`src/rtl/pipeline_hazard_if.sv`:
```
// Hazard-control bundle between the CPU pipeline and the stall/flush sequencer.
// The pipeline side is the master. The sequencer is the slave.
interface pipeline_hazard_if;
  logic [3:0] id_rs1;
  logic [3:0] id_rs2;
  logic       id_uses_rs1;
  logic       id_uses_rs2;
  logic [3:0] ex_reg_dst;
  logic       ex_mem_rd;
  logic       mem_req;
  logic       mem_ack;
  logic       branch_taken;
  logic       irq;
  logic       returni_ex;
  logic       stall_pc;
  logic       stall_if_id;
  logic       stall_id_ex;
  logic       flush_if_id;
  logic       flush_id_ex;
  logic       int_inject;
  logic       in_isr;
  logic       mem_err;

  modport master (
    output id_rs1, id_rs2, id_uses_rs1, id_uses_rs2, ex_reg_dst, ex_mem_rd,
           mem_req, mem_ack, branch_taken, irq, returni_ex,
    input  stall_pc, stall_if_id, stall_id_ex, flush_if_id, flush_id_ex,
           int_inject, in_isr, mem_err
  );

  modport slave (
    input  id_rs1, id_rs2, id_uses_rs1, id_uses_rs2, ex_reg_dst, ex_mem_rd,
           mem_req, mem_ack, branch_taken, irq, returni_ex,
    output stall_pc, stall_if_id, stall_id_ex, flush_if_id, flush_id_ex,
           int_inject, in_isr, mem_err
  );
endinterface

```
`src/rtl/pipeline_hazard_ctrl.sv`:
```
// Stall/flush sequencer for the 5-stage pipeline: load-use bubbles, memory-wait freeze,
// branch flushes, interrupt drain/inject, in-ISR tracking and a sticky memory-timeout error.
module pipeline_hazard_ctrl #(
  parameter int DRAIN_CYCLES = 3,
  parameter int MEM_TIMEOUT  = 16
) (
  input logic              clk,
  input logic              rst_n,
  pipeline_hazard_if.slave hz
);

  localparam int              TO_W       = $clog2(MEM_TIMEOUT + 1);
  localparam logic [3:0]      DRAIN_LOAD = 4'(DRAIN_CYCLES - 1);
  localparam logic [TO_W-1:0] TO_MAX     = TO_W'(MEM_TIMEOUT);

  typedef enum logic [1:0] {RUN, DRAIN, ISSUE} state_t;

  state_t          state, state_nxt;
  logic [3:0]      drain_cnt, drain_cnt_nxt;
  logic [TO_W-1:0] to_cnt;
  logic            in_isr_q;
  logic            mem_err_q;
  logic            mw;
  logic            src_match;
  logic            lu;

  function automatic logic [TO_W-1:0] sat_inc(input logic [TO_W-1:0] v);
    return (v >= TO_MAX) ? TO_MAX : v + 1'b1;
  endfunction

  assign mw        = hz.mem_req && !hz.mem_ack;
  assign src_match = (hz.id_uses_rs1 && (hz.id_rs1 == hz.ex_reg_dst)) ||
                     (hz.id_uses_rs2 && (hz.id_rs2 == hz.ex_reg_dst));
  assign lu        = hz.ex_mem_rd && src_match && !hz.branch_taken && !mw;

  always_ff @(posedge clk or negedge rst_n) begin
    if (!rst_n) begin
      state     <= RUN;
      drain_cnt <= '0;
    end else begin
      state     <= state_nxt;
      drain_cnt <= drain_cnt_nxt;
    end
  end

  // A memory wait freezes the sequence in place, so every transition requires !mw.
  always_comb begin
    state_nxt     = state;
    drain_cnt_nxt = drain_cnt;
    case (state)
      RUN: begin
        if (hz.irq && !in_isr_q && !hz.branch_taken && !mw) begin
          state_nxt     = DRAIN;
          drain_cnt_nxt = DRAIN_LOAD;
        end
      end
      DRAIN: begin
        if (!mw) begin
          if (drain_cnt == 4'd0) state_nxt = ISSUE;
          else                   drain_cnt_nxt = drain_cnt - 4'd1;
        end
      end
      ISSUE: begin
        if (!mw) state_nxt = RUN;
      end
      default: state_nxt = RUN;
    endcase
  end

  always_comb begin
    hz.stall_pc    = 1'b0;
    hz.stall_if_id = 1'b0;
    hz.stall_id_ex = 1'b0;
    hz.flush_if_id = 1'b0;
    hz.flush_id_ex = 1'b0;
    hz.int_inject  = 1'b0;
    if (mw) begin
      hz.stall_pc    = 1'b1;
      hz.stall_if_id = 1'b1;
      hz.stall_id_ex = 1'b1;
    end else begin
      if (hz.branch_taken) begin
        hz.flush_if_id = 1'b1;
        hz.flush_id_ex = 1'b1;
      end
      if (lu) begin
        hz.stall_pc    = 1'b1;
        hz.stall_if_id = 1'b1;
        hz.flush_id_ex = 1'b1;
      end
      case (state)
        DRAIN: begin
          hz.stall_pc    = 1'b1;
          hz.flush_if_id = 1'b1;
        end
        ISSUE: begin
          hz.stall_pc   = 1'b1;
          hz.int_inject = 1'b1;
        end
        default: ;
      endcase
    end
  end

  // Entering the handler takes priority over a coincident return-from-interrupt.
  always_ff @(posedge clk or negedge rst_n) begin
    if (!rst_n) begin
      in_isr_q <= 1'b0;
    end else if (state == ISSUE && !mw) begin
      in_isr_q <= 1'b1;
    end else if (hz.returni_ex && !mw) begin
      in_isr_q <= 1'b0;
    end
  end

  always_ff @(posedge clk or negedge rst_n) begin
    if (!rst_n) begin
      to_cnt    <= '0;
      mem_err_q <= 1'b0;
    end else if (mw) begin
      to_cnt <= sat_inc(to_cnt);
      if (sat_inc(to_cnt) == TO_MAX) mem_err_q <= 1'b1;
    end else begin
      to_cnt <= '0;
    end
  end

  assign hz.in_isr  = in_isr_q;
  assign hz.mem_err = mem_err_q;

endmodule

```
`src/flat_wrapper.sv`:
```
// flat-port wrapper written by rule: the top's interface ports become plain ports
module pipeline_hazard_ctrl_flat 
#(
  parameter int DRAIN_CYCLES = 3,
  parameter int MEM_TIMEOUT  = 16
)
  (clk, rst_n, hz_id_rs1, hz_id_rs2, hz_id_uses_rs1, hz_id_uses_rs2, hz_ex_reg_dst, hz_ex_mem_rd, hz_mem_req, hz_mem_ack, hz_branch_taken, hz_irq, hz_returni_ex, hz_stall_pc, hz_stall_if_id, hz_stall_id_ex, hz_flush_if_id, hz_flush_id_ex, hz_int_inject, hz_in_isr, hz_mem_err);
  pipeline_hazard_if hz_i ();
  input logic clk;
  input logic rst_n;
  input wire logic [$bits(hz_i.id_rs1)-1:0] hz_id_rs1;
  input wire logic [$bits(hz_i.id_rs2)-1:0] hz_id_rs2;
  input wire logic [$bits(hz_i.id_uses_rs1)-1:0] hz_id_uses_rs1;
  input wire logic [$bits(hz_i.id_uses_rs2)-1:0] hz_id_uses_rs2;
  input wire logic [$bits(hz_i.ex_reg_dst)-1:0] hz_ex_reg_dst;
  input wire logic [$bits(hz_i.ex_mem_rd)-1:0] hz_ex_mem_rd;
  input wire logic [$bits(hz_i.mem_req)-1:0] hz_mem_req;
  input wire logic [$bits(hz_i.mem_ack)-1:0] hz_mem_ack;
  input wire logic [$bits(hz_i.branch_taken)-1:0] hz_branch_taken;
  input wire logic [$bits(hz_i.irq)-1:0] hz_irq;
  input wire logic [$bits(hz_i.returni_ex)-1:0] hz_returni_ex;
  output wire logic [$bits(hz_i.stall_pc)-1:0] hz_stall_pc;
  output wire logic [$bits(hz_i.stall_if_id)-1:0] hz_stall_if_id;
  output wire logic [$bits(hz_i.stall_id_ex)-1:0] hz_stall_id_ex;
  output wire logic [$bits(hz_i.flush_if_id)-1:0] hz_flush_if_id;
  output wire logic [$bits(hz_i.flush_id_ex)-1:0] hz_flush_id_ex;
  output wire logic [$bits(hz_i.int_inject)-1:0] hz_int_inject;
  output wire logic [$bits(hz_i.in_isr)-1:0] hz_in_isr;
  output wire logic [$bits(hz_i.mem_err)-1:0] hz_mem_err;
  assign hz_i.id_rs1 = hz_id_rs1;
  assign hz_i.id_rs2 = hz_id_rs2;
  assign hz_i.id_uses_rs1 = hz_id_uses_rs1;
  assign hz_i.id_uses_rs2 = hz_id_uses_rs2;
  assign hz_i.ex_reg_dst = hz_ex_reg_dst;
  assign hz_i.ex_mem_rd = hz_ex_mem_rd;
  assign hz_i.mem_req = hz_mem_req;
  assign hz_i.mem_ack = hz_mem_ack;
  assign hz_i.branch_taken = hz_branch_taken;
  assign hz_i.irq = hz_irq;
  assign hz_i.returni_ex = hz_returni_ex;
  assign hz_stall_pc = hz_i.stall_pc;
  assign hz_stall_if_id = hz_i.stall_if_id;
  assign hz_stall_id_ex = hz_i.stall_id_ex;
  assign hz_flush_if_id = hz_i.flush_if_id;
  assign hz_flush_id_ex = hz_i.flush_id_ex;
  assign hz_int_inject = hz_i.int_inject;
  assign hz_in_isr = hz_i.in_isr;
  assign hz_mem_err = hz_i.mem_err;
  pipeline_hazard_ctrl #(.DRAIN_CYCLES(DRAIN_CYCLES), .MEM_TIMEOUT(MEM_TIMEOUT)) u_core (.clk(clk), .rst_n(rst_n), .hz(hz_i));
endmodule
```
`config.mk`:
```
export PLATFORM = sky130hd
export DESIGN_NAME = pipeline_hazard_ctrl_flat
export DESIGN_NICKNAME = d
export VERILOG_FILES = /design/src/rtl/pipeline_hazard_if.sv /design/src/rtl/pipeline_hazard_ctrl.sv /design/src/flat_wrapper.sv
export SDC_FILE = /design/constraint.sdc
export NUM_CORES = 1
export LEC_CHECK = 0
export CORE_MARGIN = 2
export CORE_UTILIZATION = 34
export CTS_CLUSTER_DIAMETER = 100
export DETAILED_ROUTE_END_ITERATION = 7
export PLACE_DENSITY = 0.59
export SETUP_SLACK_MARGIN = 0.2
export SLEW_MARGIN = 20
export SYNTH_ARGS = -nofsm -noshare
export SYNTH_HDL_FRONTEND = slang
export SYNTH_SLANG_ARGS = --single-unit
```
`constraint.sdc`:
```
create_clock -name clk -period 4.6 [get_ports clk]
set_input_delay 0.92 -clock clk [delete_from_list [all_inputs] [get_ports clk]]
set_output_delay 0.92 -clock clk [all_outputs]
set_load 0.01 [all_outputs]
```
-- Word-level counts from Yosys, hierarchy flattened
Index checks and enable logic that the tools add are counted.
- register bits after elaboration: 13
- bits of input ports: 22
- logic and storage cells: 67
- add/sub/neg operators: 2
- magnitude comparators: 1
- equality and inequality tests: 10
- mux-type cells: 25
- reduce and logical (&&, ||, !) cells: 24
- operators by type and width (cell ; number):
    1-bit two-way mux ; 14
    4-bit two-way mux ; 3
    1-bit logical AND ; 11
    5-bit two-way mux ; 2
    4-bit equality test ; 2
    2-bit two-way mux ; 4
    4-bit case mux with 2 select lines ; 1
    4-bit AND reduction ; 2
    2-bit != test, second input constant ; 3
    2-bit case mux with 3 select lines ; 1
    5-bit by 1-bit adder with 5-bit output, second input constant ; 1
    5-bit equality test, second input constant ; 1
    5-bit greater-or-equal comparator, second input constant ; 1
    1-bit logical NOT ; 4
    4-bit logical NOT ; 1
    2-bit by 1-bit != test with 1-bit output, second input constant ; 2
    2-bit nonzero test ; 2
    4-bit by 1-bit subtractor with 4-bit output, second input constant ; 1
    2-bit by 1-bit equality test with 1-bit output, second input constant ; 1
    2-bit equality test, second input constant ; 1
    2-bit logical NOT ; 1
    2-bit AND reduction ; 1
    2-bit OR reduction ; 1
    1-bit logical OR ; 1

-- Depth between registers and ports, before layout
Gate-level depths: netlist of the first run.
- word-level depth: 9
- mapped depth: 6
- depth with buffers taken out: 6

-- Least setup slack after synthesis of the first run
No wires, ideal clock.
- path type: input-to-output
- start point: input hz_mem_ack
- end point: output hz_stall_pc
- arrival: 1.693 ns
- setup slack: 1.987 ns
- cell stages on the path: 4
- path buffers: 1
- cells stage by stage: nand2b_4 > buf_2 > o221ai_1 > or2_1
- cells in the longest elaborated chain, start to end: 7
- ends and longest elaborated chain (item ; line ; source):
    start, declared ; flat_wrapper.sv:18 ; input wire logic [$bits(hz_i.mem_ack)-1:0] hz_mem_ack;
    1-bit logical NOT (*) ; pipeline_hazard_ctrl.sv:31 ; assign mw = hz.mem_req && !hz.mem_ack;
    1-bit logical AND (*) ; pipeline_hazard_ctrl.sv:31 ;
    1-bit logical NOT ; pipeline_hazard_ctrl.sv:34 ; assign lu = hz.ex_mem_rd && src_match && !hz.branch_taken && !mw;
    1-bit logical AND ; pipeline_hazard_ctrl.sv:34 ;
    1-bit two-way mux ; pipeline_hazard_ctrl.sv:86 ; if (lu) begin
    1-bit two-way mux ; pipeline_hazard_ctrl.sv:91 ; case (state)
    1-bit two-way mux (*) ; pipeline_hazard_ctrl.sv:77 ; if (mw) begin
    end, declared ; flat_wrapper.sv:22 ; output wire logic [$bits(hz_i.stall_pc)-1:0] hz_stall_pc;
Mark *: on every way between the ends. The rest lies on a longest branch, timed or not.

-- Worst setup path in the final report of the first run
- start point: input hz_ex_reg_dst[0]
- end point: output hz_stall_pc
- cells in the longest elaborated chain, start to end: 9
- ends and longest elaborated chain (item ; line ; source):
    start, declared ; flat_wrapper.sv:15 ; input wire logic [$bits(hz_i.ex_reg_dst)-1:0] hz_ex_reg_dst;
    4-bit equality test (on tied branches) ; pipeline_hazard_ctrl.sv:32, pipeline_hazard_ctrl.sv:33 ;
    1-bit logical AND (on tied branches) ; pipeline_hazard_ctrl.sv:32, pipeline_hazard_ctrl.sv:33 ;
    1-bit logical OR (*) ; pipeline_hazard_ctrl.sv:32 ; assign src_match = (hz.id_uses_rs1 && (hz.id_rs1 == hz.ex_reg_dst)) ||
    1-bit logical AND (*) (3 in series) ; pipeline_hazard_ctrl.sv:34 ;
    1-bit two-way mux (*) ; pipeline_hazard_ctrl.sv:86 ;
    1-bit two-way mux (*) ; pipeline_hazard_ctrl.sv:91 ;
    1-bit two-way mux (*) ; pipeline_hazard_ctrl.sv:77 ;
Marked as above.

==> out/qor.yml, run 1 <==
status:
  status: "finished, final reports clean"
clock_network:
  cts_hold_buf: 0
  clockBufferDepth: 2
  clkSlewWorstSetupHoldPaths_ns: 0.09
  cts.sinks: 13
  cts_root_buf: "clkbuf_4"
  cts_tree: "yes"
  cts_buffers: 3
  ctsResizeCount: 0
  postCtsSetupRepairBufs: 0
  cts_htree_levels: 1
  clock_latency_ns: 0.29
global_route:
  grt_usage_pct: 14.2
  gr-usage-met3_pct: 3.23
  grt.met1_usage_pct: 15.0
  busiest_layer: "met2"
  antenna_found_initial: 0
  grt-ovfl-total: 0
  grt_pass1_vias: 887
  grt_max_degree: 15
  grt_pass1_wl_um: 3470
  met2_usage_pct: 25.2
floorplan:
  row_count: 19
  die_area_um2: 3230
  ios: 30
  die_h_um: 56.9
  start_util_pct: 35.0
  die_w_um: 56.9
  core_um2: 2710
sta:
  maxSlewHeadroom_pct: 58.9
  setup_ws_ns: 1.12
  tightest_slew_ns: 0.614
  skew_ns: 0.00463
  fmax_mhz: 287
  tns_ns: 0
  hold_viol_final: 0
  fin_crit_sh_pct: 75.7
  rsz0062_at_grt: "false"
  finalSetupViolations: 0
  period_minus_slack_ns: 3.48
  slew_violations: 0
setup_path:
  crit_arrival_ns: 2.56
  endpoint_kind: "output port"
  cpMaxStageDelayCell: "clkdlybuf4s50_1"
  cp_common_cell: "clkdlybuf4s50_1"
  critical_path_class: "in2out"
  cp_cell_sequence: "clkdlybuf4s50_1, xnor2_1, nand3_1, o221ai_1, or2_1, clkdlybuf4s50_1"
  critPathMaxFanout: 2
  critPathMaxStageDelay_ns: 0.53
  cp_data_required_time_ns: 3.68
  critPathBufInv: 2
  cp-start-kind: "input pin"
  path_delay_family: "buffers and inverters"
logic_synthesis:
  synth_top_area_share_pct: 34.3
  synthTopCellsByCount: "dfrtp_1 (13), xnor2_1 (10), inv_1 (8)"
  ys_types: 42
  yosysWarnings: 0
  ys_seq_elements: 13
  synth-edff-count: 0
  yosysSeqAreaShare_pct: 34.3
  syn_inst: 101
  synth_area_per_cell_um2: 9.40
  async_flop_share_pct: 100
  netlist_top_cells_area: "dfrtp_1 (34%), ha_1 (9.2%), xnor2_1 (9.2%), nand3_1 (3.2%), nor3_1 (3.2%)"
  synthesis.area_um2: 950
  ys.flop_type: "dfrtp_1"
  synth_most_common_cell: "dfrtp_1"
  syn-num-nets: 130
  yosysTopAreaCell: "dfrtp_1"
route:
  routed_via_density: 5.26
  ant_nets: 0
  drc: 0
  drt_iter0_markers: 6
  routed_wl_um: 2080
  detail_route.wl_per_cell_um: 12.8
  vias: 857
  drt_pass1_iterations: 4
placed_design:
  gp_congestion: 0.770
  place_ws_ns: 1.11
  port_buffers: 29
  place_inst: 159
  hpwl_um: 1660
  placed_cell_area_um2: 1270
layout:
  nNetsFinal: 162
  fin_util_pct: 47.7
  stdcell_area_um2: 1290
  syn_to_final_growth_pct: 36.2
  drive_above_1_share_pct: 9.85
  instances_no_fill: 163
  n_antenna_cell: 0
min_path:
  holdCritPathClass: "reg2reg"
power_and_ir_drop:
  vdd_ir_drop_max_uv: 284
  p_leak_uw: 0.000547
  p_per_area_nw_per_um2: 434
run:
  max_cap_viol_count: 0
report_power, final:
part	internal [uW]	total [uW]	switching, uW
sequential	145	176	30.6
clock	32.4	75.4	42.9
combinational	161	311	150
state kept, by name, summed over array words and instances, names as in the netlist:
register           flops
u_core.to_cnt          5
u_core.hz.mem_err      1
u_core.drain_cnt       4
u_core.state           2
u_core.hz.in_isr       1
routing by layer:
layer / vias to the layer above / part of all wire [%]
met4: 0 / 2.9
met1: 395 / 42
met3: 5 / 5.9
met5: - / 0
met2: 31 / 49
li1: 426 / -
through the flow:
stage / hold WS [ns] / power, uW
CTS: 0.488 / 566
floorplan: 0.465 / 396
finish: 0.480 / 562
global route: 0.514 / 612
global placement: 0.454 / 485
detailed placement: 0.467 / 489
worst paths after layout:
| path | slack (ns) | end | cells past startpoint | startpoint |
|---|---|---|---|---|
| worst max-delay path | 1.12 | hz_stall_pc | 6 | hz_ex_reg_dst[0] |
| max in group asynchronous | 3.20 | u_core.drain_cnt[1]$_DFFE_PN0P_ | 1 | rst_n |
| worst min-delay path | 0.48 | u_core.hz.mem_err$_DFFE_PN0P_ | 2 | u_core.hz.mem_err$_DFFE_PN0P_ |
| worst min register to register | 0.48 | u_core.hz.mem_err$_DFFE_PN0P_ | 2 | u_core.hz.mem_err$_DFFE_PN0P_ |
| min in group asynchronous | 1.00 | u_core.to_cnt[4]$_DFF_PN0_ | 1 | rst_n |
| worst max register to register | 2.89 | u_core.state[0]$_DFFE_PN0P_ | 6 | u_core.state[0]$_DFFE_PN0P_ |
logic make-up after synthesis:
| kind of cell | share of synthesized area (%) |
|---|---|
| muxes | 1.58 |
| xor gates and xnor gates | 10.1 |
| AOI/OAI and AO/OA | 20.8 |
| adders and majority gates | 9.22 |
| and+or+nand+nor | 19.1 |
| DFF | 34.3 |
| buffers and inverters | 4.87 |
layout by cell type, fill, tap and decap left out, types with 2 or more instances in the layout:
cell type and count:
clkdlybuf4s50_1 29, dfrtp_1 13, xnor2_1 10, inv_1 8
ha_1 7, nand3_1 6, nor3_1 6, nand2_1 4
nor2_1 4, and3_1 3, o21ai_0 3, a21oi_1 3
clkbuf_4 3, o31ai_1 2, a31oi_1 2, o21ai_2 2
tightest hold or removal path: stages (launching register included):
cell,delay (ns)
dfrtp_1,0.35
a21oi_1,0.04
o31ai_1,0.06
cell type report:
type / count / area, um^2
timing repair buffer: 29 / 290
inverter: 9 / 33.8
clock buffer: 3 / 22.5
sequential: 13 / 325
clock inverter: 1 / 5.00
multi-input combinational: 77 / 578
tap: 31 / 38.8
fill: 279 / 1420
Power figures use the tool's default switching activity.
==> run 2: changes to the inputs <==
clock period = 3.3 ns   (was 4.6 ns; I/O delays follow)
==> run 2 against run 1 <==
  * Clock skew about the same
  * Total power up 38%
  * Sequential power up 39%
  * Worst hold slack better by 0.0037 ns
  * Register-to-register slack worse by 1.3 ns
  * Count of clock-buffer cells in the layout unchanged
  * Critical path depth unchanged
  * Cell count unchanged
==> out/qor.yml, run 2 (same netlist as run 1, synthesis figures left out) <==
setup_path:
  reg2reg_slack_ns: 1.61
  worstSetupEndpoint: "hz_stall_pc"
  cp-start-kind: "input pin"
  endpoint_kind: "output port"
  startpoint: "hz_ex_reg_dst[0]"
  crit_arrival_ns: 2.29
  critPathMaxFanout: 2
  r2r_cells: 6
  critical_path_class: "in2out"
  timing.rr.end: "u_core.state[0]$_DFFE_PN0P_"
  cp_data_required_time_ns: 2.64
  r2r-start: "u_core.state[0]$_DFFE_PN0P_"
global_route:
  grt_usage_pct: 14.0
  grt-ovfl-total: 0
  antenna_found_initial: 0
  grt_pass1_vias: 846
  grt_max_degree: 15
  grt_pass1_wl_um: 3430
placed_design:
  place_inst: 159
  gp_congestion: 0.770
  hpwl_um: 1580
  port_buffers: 29
  placed_cell_area_um2: 1270
clock_network:
  cts_tree: "yes"
  cts.sinks: 13
  cts_hold_buf: 0
  cts_htree_levels: 1
  ctsResizeCount: 0
  clkSlewWorstSetupHoldPaths_ns: 0.09
  cts_buffers: 3
  clockBufferDepth: 2
  postCtsSetupRepairBufs: 0
  cts_root_buf: "clkbuf_4"
  clock_latency_ns: 0.28
sta:
  maxSlewHeadroom_pct: 58.9
  period_minus_slack_ns: 2.95
  hold_ws_ns: 0.483
  slew_violations: 0
  rsz0062_at_grt: "false"
  fin_crit_sh_pct: 89.5
  fmax_mhz: 338
  hold_viol_final: 0
  finalSetupViolations: 0
  tns_ns: 0
  skew_ns: 0.00446
  tightest_slew_ns: 0.614
min_path:
  holdCritPathClass: "reg2reg"
route:
  routed_wl_um: 1950
  vias: 831
  routed_via_density: 5.10
  ant_nets: 0
  drt_pass1_iterations: 4
  drt_iter0_markers: 12
  drc: 0
  detail_route.wl_per_cell_um: 11.9
power_and_ir_drop:
  p_leak_uw: 0.000547
  p_switching_uw: 302
  switching_share_pct: 39.0
  p_comb_share_pct: 55.5
  internal_power_uw: 471
  p_seq_share_pct: 31.7
  vdd_ir_drop_max_uv: 400
  p_per_area_nw_per_um2: 597
  p_clk_share_pct: 12.8
floorplan:
  row_count: 19
  die_w_um: 56.9
  ios: 30
  die_area_um2: 3230
  die_h_um: 56.9
  start_util_pct: 35.0
  core_um2: 2710
layout:
  layout_commonest_cell: "clkdlybuf4s50_1"
  n_fill_cell: 287
  regMostFlops: "u_core.to_cnt"
  syn_to_final_growth_pct: 36.2
  regArea_um2: 325
  stdcell_area_um2: 1290
  n_antenna_cell: 0
  largest_reg_flops: 5
  nNetsFinal: 162
  multi_input_area_um2: 578
  final_cell_mix: "clkdlybuf4s50_1 (29), dfrtp_1 (13), xnor2_1 (10)"
  drive_above_1_share_pct: 9.85
  instances_no_fill: 163
  largest_registers: "u_core.to_cnt: 5 flops, u_core.drain_cnt: 4 flops, u_core.state: 2 flops"
status:
  status: "finished, final reports clean"
run:
  max_cap_viol_count: 0
run 2: stage by stage:
stage,utilization [%],power [uW],setup WS [ns]
4_1_cts,47.7,783,0.309
6_report,47.7,773,0.345
5_1_grt,47.7,850,0.209
3_3_place_gp,46.7,677,0.344
2_1_floorplan,-,552,1.21
3_5_place_dp,46.7,678,0.321
run 2: power groups by stage:
stage / logic (uW) / clock network (uW) / registers [uW]
after global placement: 431 / 0 / 245
after CTS: 434 / 105 / 244
after global routing: 487 / 112 / 252
final: 429 / 99.1 / 245
after floorplan: 312 / 0 / 241
after detailed placement: 431 / 0 / 248
run 2: how the worst min path moves through the flow:
stage / from / to / slack, ns / cells after the start
2_1_floorplan: rst_n / u_core.drain_cnt[0]$_DFFE_PN0P_ / 0.36 / 0
3_3_place_gp: u_core.hz.mem_err$_DFFE_PN0P_ / u_core.hz.mem_err$_DFFE_PN0P_ / 0.45 / 2
3_5_place_dp: u_core.hz.mem_err$_DFFE_PN0P_ / u_core.hz.mem_err$_DFFE_PN0P_ / 0.47 / 2
4_1_cts: u_core.hz.mem_err$_DFFE_PN0P_ / u_core.hz.mem_err$_DFFE_PN0P_ / 0.49 / 2
5_1_grt: u_core.hz.mem_err$_DFFE_PN0P_ / u_core.hz.mem_err$_DFFE_PN0P_ / 0.51 / 2
6_report: u_core.hz.mem_err$_DFFE_PN0P_ / u_core.hz.mem_err$_DFFE_PN0P_ / 0.48 / 2
run 2: critical path, stage by stage:
cell and delay [ns]:
clkdlybuf4s50_1 0.51, xnor2_1 0.13, nand3_1 0.12, o221ai_1 0.22, or2_1 0.13, clkdlybuf4s50_1 0.53
run 2: area by class of cell:
type / instances / area share (%)
inverter: 9 / 2.61
clock inverter: 1 / 0.387
sequential: 13 / 25.1
clock buffer: 3 / 1.74
multi-input combinational: 77 / 44.7
tap: 31 / 3.00
timing repair buffer: 29 / 22.4
run 2: metal layers:
| layer | track usage, % | wire length (um) |
|---|---|---|
| met4 | 7.97 | 28 |
| met3 | 3.23 | 114 |
| met2 | 24.4 | 959 |
| met5 | 0 | 0 |
| met1 | 15.4 | 844 |
==> run 3: changes to the inputs <==
PLACE_DENSITY = 0.61   (was 0.59)
clock period = 2.4 ns   (was 3.3 ns; I/O delays follow)
==> run 3 against run 2 <==
  * Wire length is 14% higher
  * Clock skew hardly changed
  * Design area is 7.0% higher
  * Sequential share of layout area is 1.6 points lower
  * Worst hold slack worse by 0.0019 ns
  * Worst setup slack worse by 0.18 ns
  * First-iteration DRC count is 110% higher
  * Cell count is 5.5% higher
  * Total power is 40% higher
  * Utilization is 3.3 points higher
  * Critical endpoint is now hz_flush_id_ex
  * Largest power group unchanged
==> out/qor.yml, run 3 (same netlist as run 1, synthesis figures left out) <==
min_path:
  hold_path_depth: 2
  min_to: "u_core.hz.mem_err$_DFFE_PN0P_"
  min_from: "u_core.hz.mem_err$_DFFE_PN0P_"
  holdCritPathClass: "reg2reg"
sta:
  rsz0062_at_grt: "true"
  finalSetupViolations: 0
  tns_ns: 0
  maxSlewHeadroom_pct: 59.8
  period_minus_slack_ns: 2.24
  skew_ns: 0.00460
  setup_ws_ns: 0.163
  fmax_mhz: 447
  tightest_slew_ns: 0.601
  hold_viol_final: 0
  slew_violations: 0
  fin_crit_sh_pct: 93.2
route:
  routed_via_density: 5.10
  drc: 0
  routed_wl_um: 2220
  drt_iter0_markers: 25
  ant_nets: 0
  detail_route.wl_per_cell_um: 12.9
  drt_pass1_iterations: 4
  vias: 878
power_and_ir_drop:
  p_total_uw: 1080
  p_leak_uw: 0.000665
  switching_share_pct: 40.0
  p_per_area_nw_per_um2: 784
  vdd_ir_drop_max_uv: 505
  internal_power_uw: 651
  p_clk_share_pct: 12.9
  p_switching_uw: 434
  p_seq_share_pct: 31.0
  p_comb_share_pct: 56.1
clock_network:
  clockBufferDepth: 2
  clkSlewWorstSetupHoldPaths_ns: 0.09
  clock_latency_ns: 0.28
  cts.sinks: 13
  cts_tree: "yes"
  cts_root_buf: "clkbuf_4"
  cts_buffers: 3
  cts_htree_levels: 1
setup_path:
  cpMaxStageDelayCell: "clkdlybuf4s50_1"
  critical_path_class: "in2out"
  critPathMaxFanout: 6
  cp_cell_sequence: "clkdlybuf4s50_1, nand2b_4, buf_4, a2bb2oi_1, o31ai_4, buf_2"
  endpoint_kind: "output port"
  cp-start-kind: "input pin"
  cp_data_required_time_ns: 1.92
  r2r-start: "u_core.state[0]$_DFFE_PN0P_"
  critPathMaxStageDelay_ns: 0.51
  reg2reg_slack_ns: 0.68
  crit_arrival_ns: 1.76
  timing.rr.end: "u_core.state[0]$_DFFE_PN0P_"
  r2r_cells: 6
placed_design:
  place_ws_ns: -0.286
  gp_congestion: 0.755
  port_buffers: 29
  hpwl_um: 1770
layout:
  nNetsFinal: 171
  drive_above_1_share_pct: 19.9
  n_antenna_cell: 0
  layout_commonest_cell: "clkdlybuf4s50_1"
  syn_to_final_growth_pct: 45.7
  largest_registers: "u_core.to_cnt: 5 flops, u_core.drain_cnt: 4 flops, u_core.state: 2 flops"
  regMostFlops: "u_core.to_cnt"
  multi_input_area_um2: 601
  n_fill_cell: 273
  largest_reg_flops: 5
  regArea_um2: 325
  final_cell_mix: "clkdlybuf4s50_1 (16), dfrtp_1 (13), xnor2_1 (10)"
global_route:
  grt_pass1_vias: 868
  grt_usage_pct: 14.8
  grt_pass1_wl_um: 3700
  antenna_found_initial: 0
  grt-ovfl-total: 0
  grt_max_degree: 14
floorplan:
  row_count: 19
  die_area_um2: 3230
  start_util_pct: 35.0
  core_um2: 2710
  die_h_um: 56.9
  ios: 30
  die_w_um: 56.9
run:
  max_cap_viol_count: 0
status:
  status: "finished, final reports clean"
==> run 3: how the worst max path moves through the flow <==
stage	from	endpoint	slack, ns	cells after the start
4_1_cts	hz_ex_reg_dst[0]	hz_stall_pc	0.04	6
3_3_place_gp	hz_ex_reg_dst[0]	hz_stall_pc	-0.20	6
2_1_floorplan	hz_mem_ack	hz_stall_pc	0.67	4
6_report	hz_mem_req	hz_flush_id_ex	0.16	6
5_1_grt	hz_id_rs2[3]	hz_flush_id_ex	0.11	6
3_5_place_dp	hz_ex_reg_dst[0]	hz_stall_pc	-0.29	6
==> run 3: metal layers <==
| layer | track usage (%) | part of all wire (%) |
|---|---|---|
| met3 | 3.23 | 7.3 |
| met4 | 8.31 | 1.6 |
| met2 | 23.8 | 46 |
| met1 | 18.2 | 45 |
| met5 | 0 | 0 |
==> run 3: power groups by stage <==
stage | Sequential [uW] | Clock (uW) | Combinational (uW)
2_1_floorplan | 331 | 0 | 428
3_3_place_gp | 338 | 0 | 620
6_report | 336 | 140 | 609
4_1_cts | 336 | 146 | 617
5_1_grt | 346 | 156 | 689
3_5_place_dp | 341 | 0 | 626
==> run 3: cell type report <==
| type | count | area share [%] |
|---|---|---|
| Clock buffer | 3 | 1.63 |
| Timing Repair Buffer | 38 | 25.9 |
| Tap cell | 31 | 2.80 |
| Multi-Input combinational cell | 77 | 43.4 |
| Clock inverter | 1 | 0.362 |
| Sequential cell | 13 | 23.5 |
| Inverter | 9 | 2.44 |
==> run 3: worst max-delay path: cells and delay by family <==
| kind | cells | cell delay (ns) |
|---|---|---|
| AO/OA/AOI/OAI | 2 | 0.37 |
| buffers and inverters | 3 | 0.82 |
| AND/OR/NAND/NOR | 1 | 0.08 |
==> run 3: what timing repair did <==
| item | in CTS | in global routing |
|---|---|---|
| hold buffers | 0 | 0 |
| buffers inserted | 1 | 0 |
| gates resized for setup | 13 | 13 |
| setup endpoints to repair | 6 | 3 |
| pin swaps | 3 | 6 |
==> run 3: through the flow <==
stage	hold slack [ns]	instance area, um^2	util, %	cells
finish	0.482	1380	51.1	172
global route	0.532	1380	51.1	172
global placement	0.464	1330	48.9	167
floorplan	0.184	950	-	101
detailed placement	0.463	1330	48.9	167
CTS	0.484	1350	49.9	172
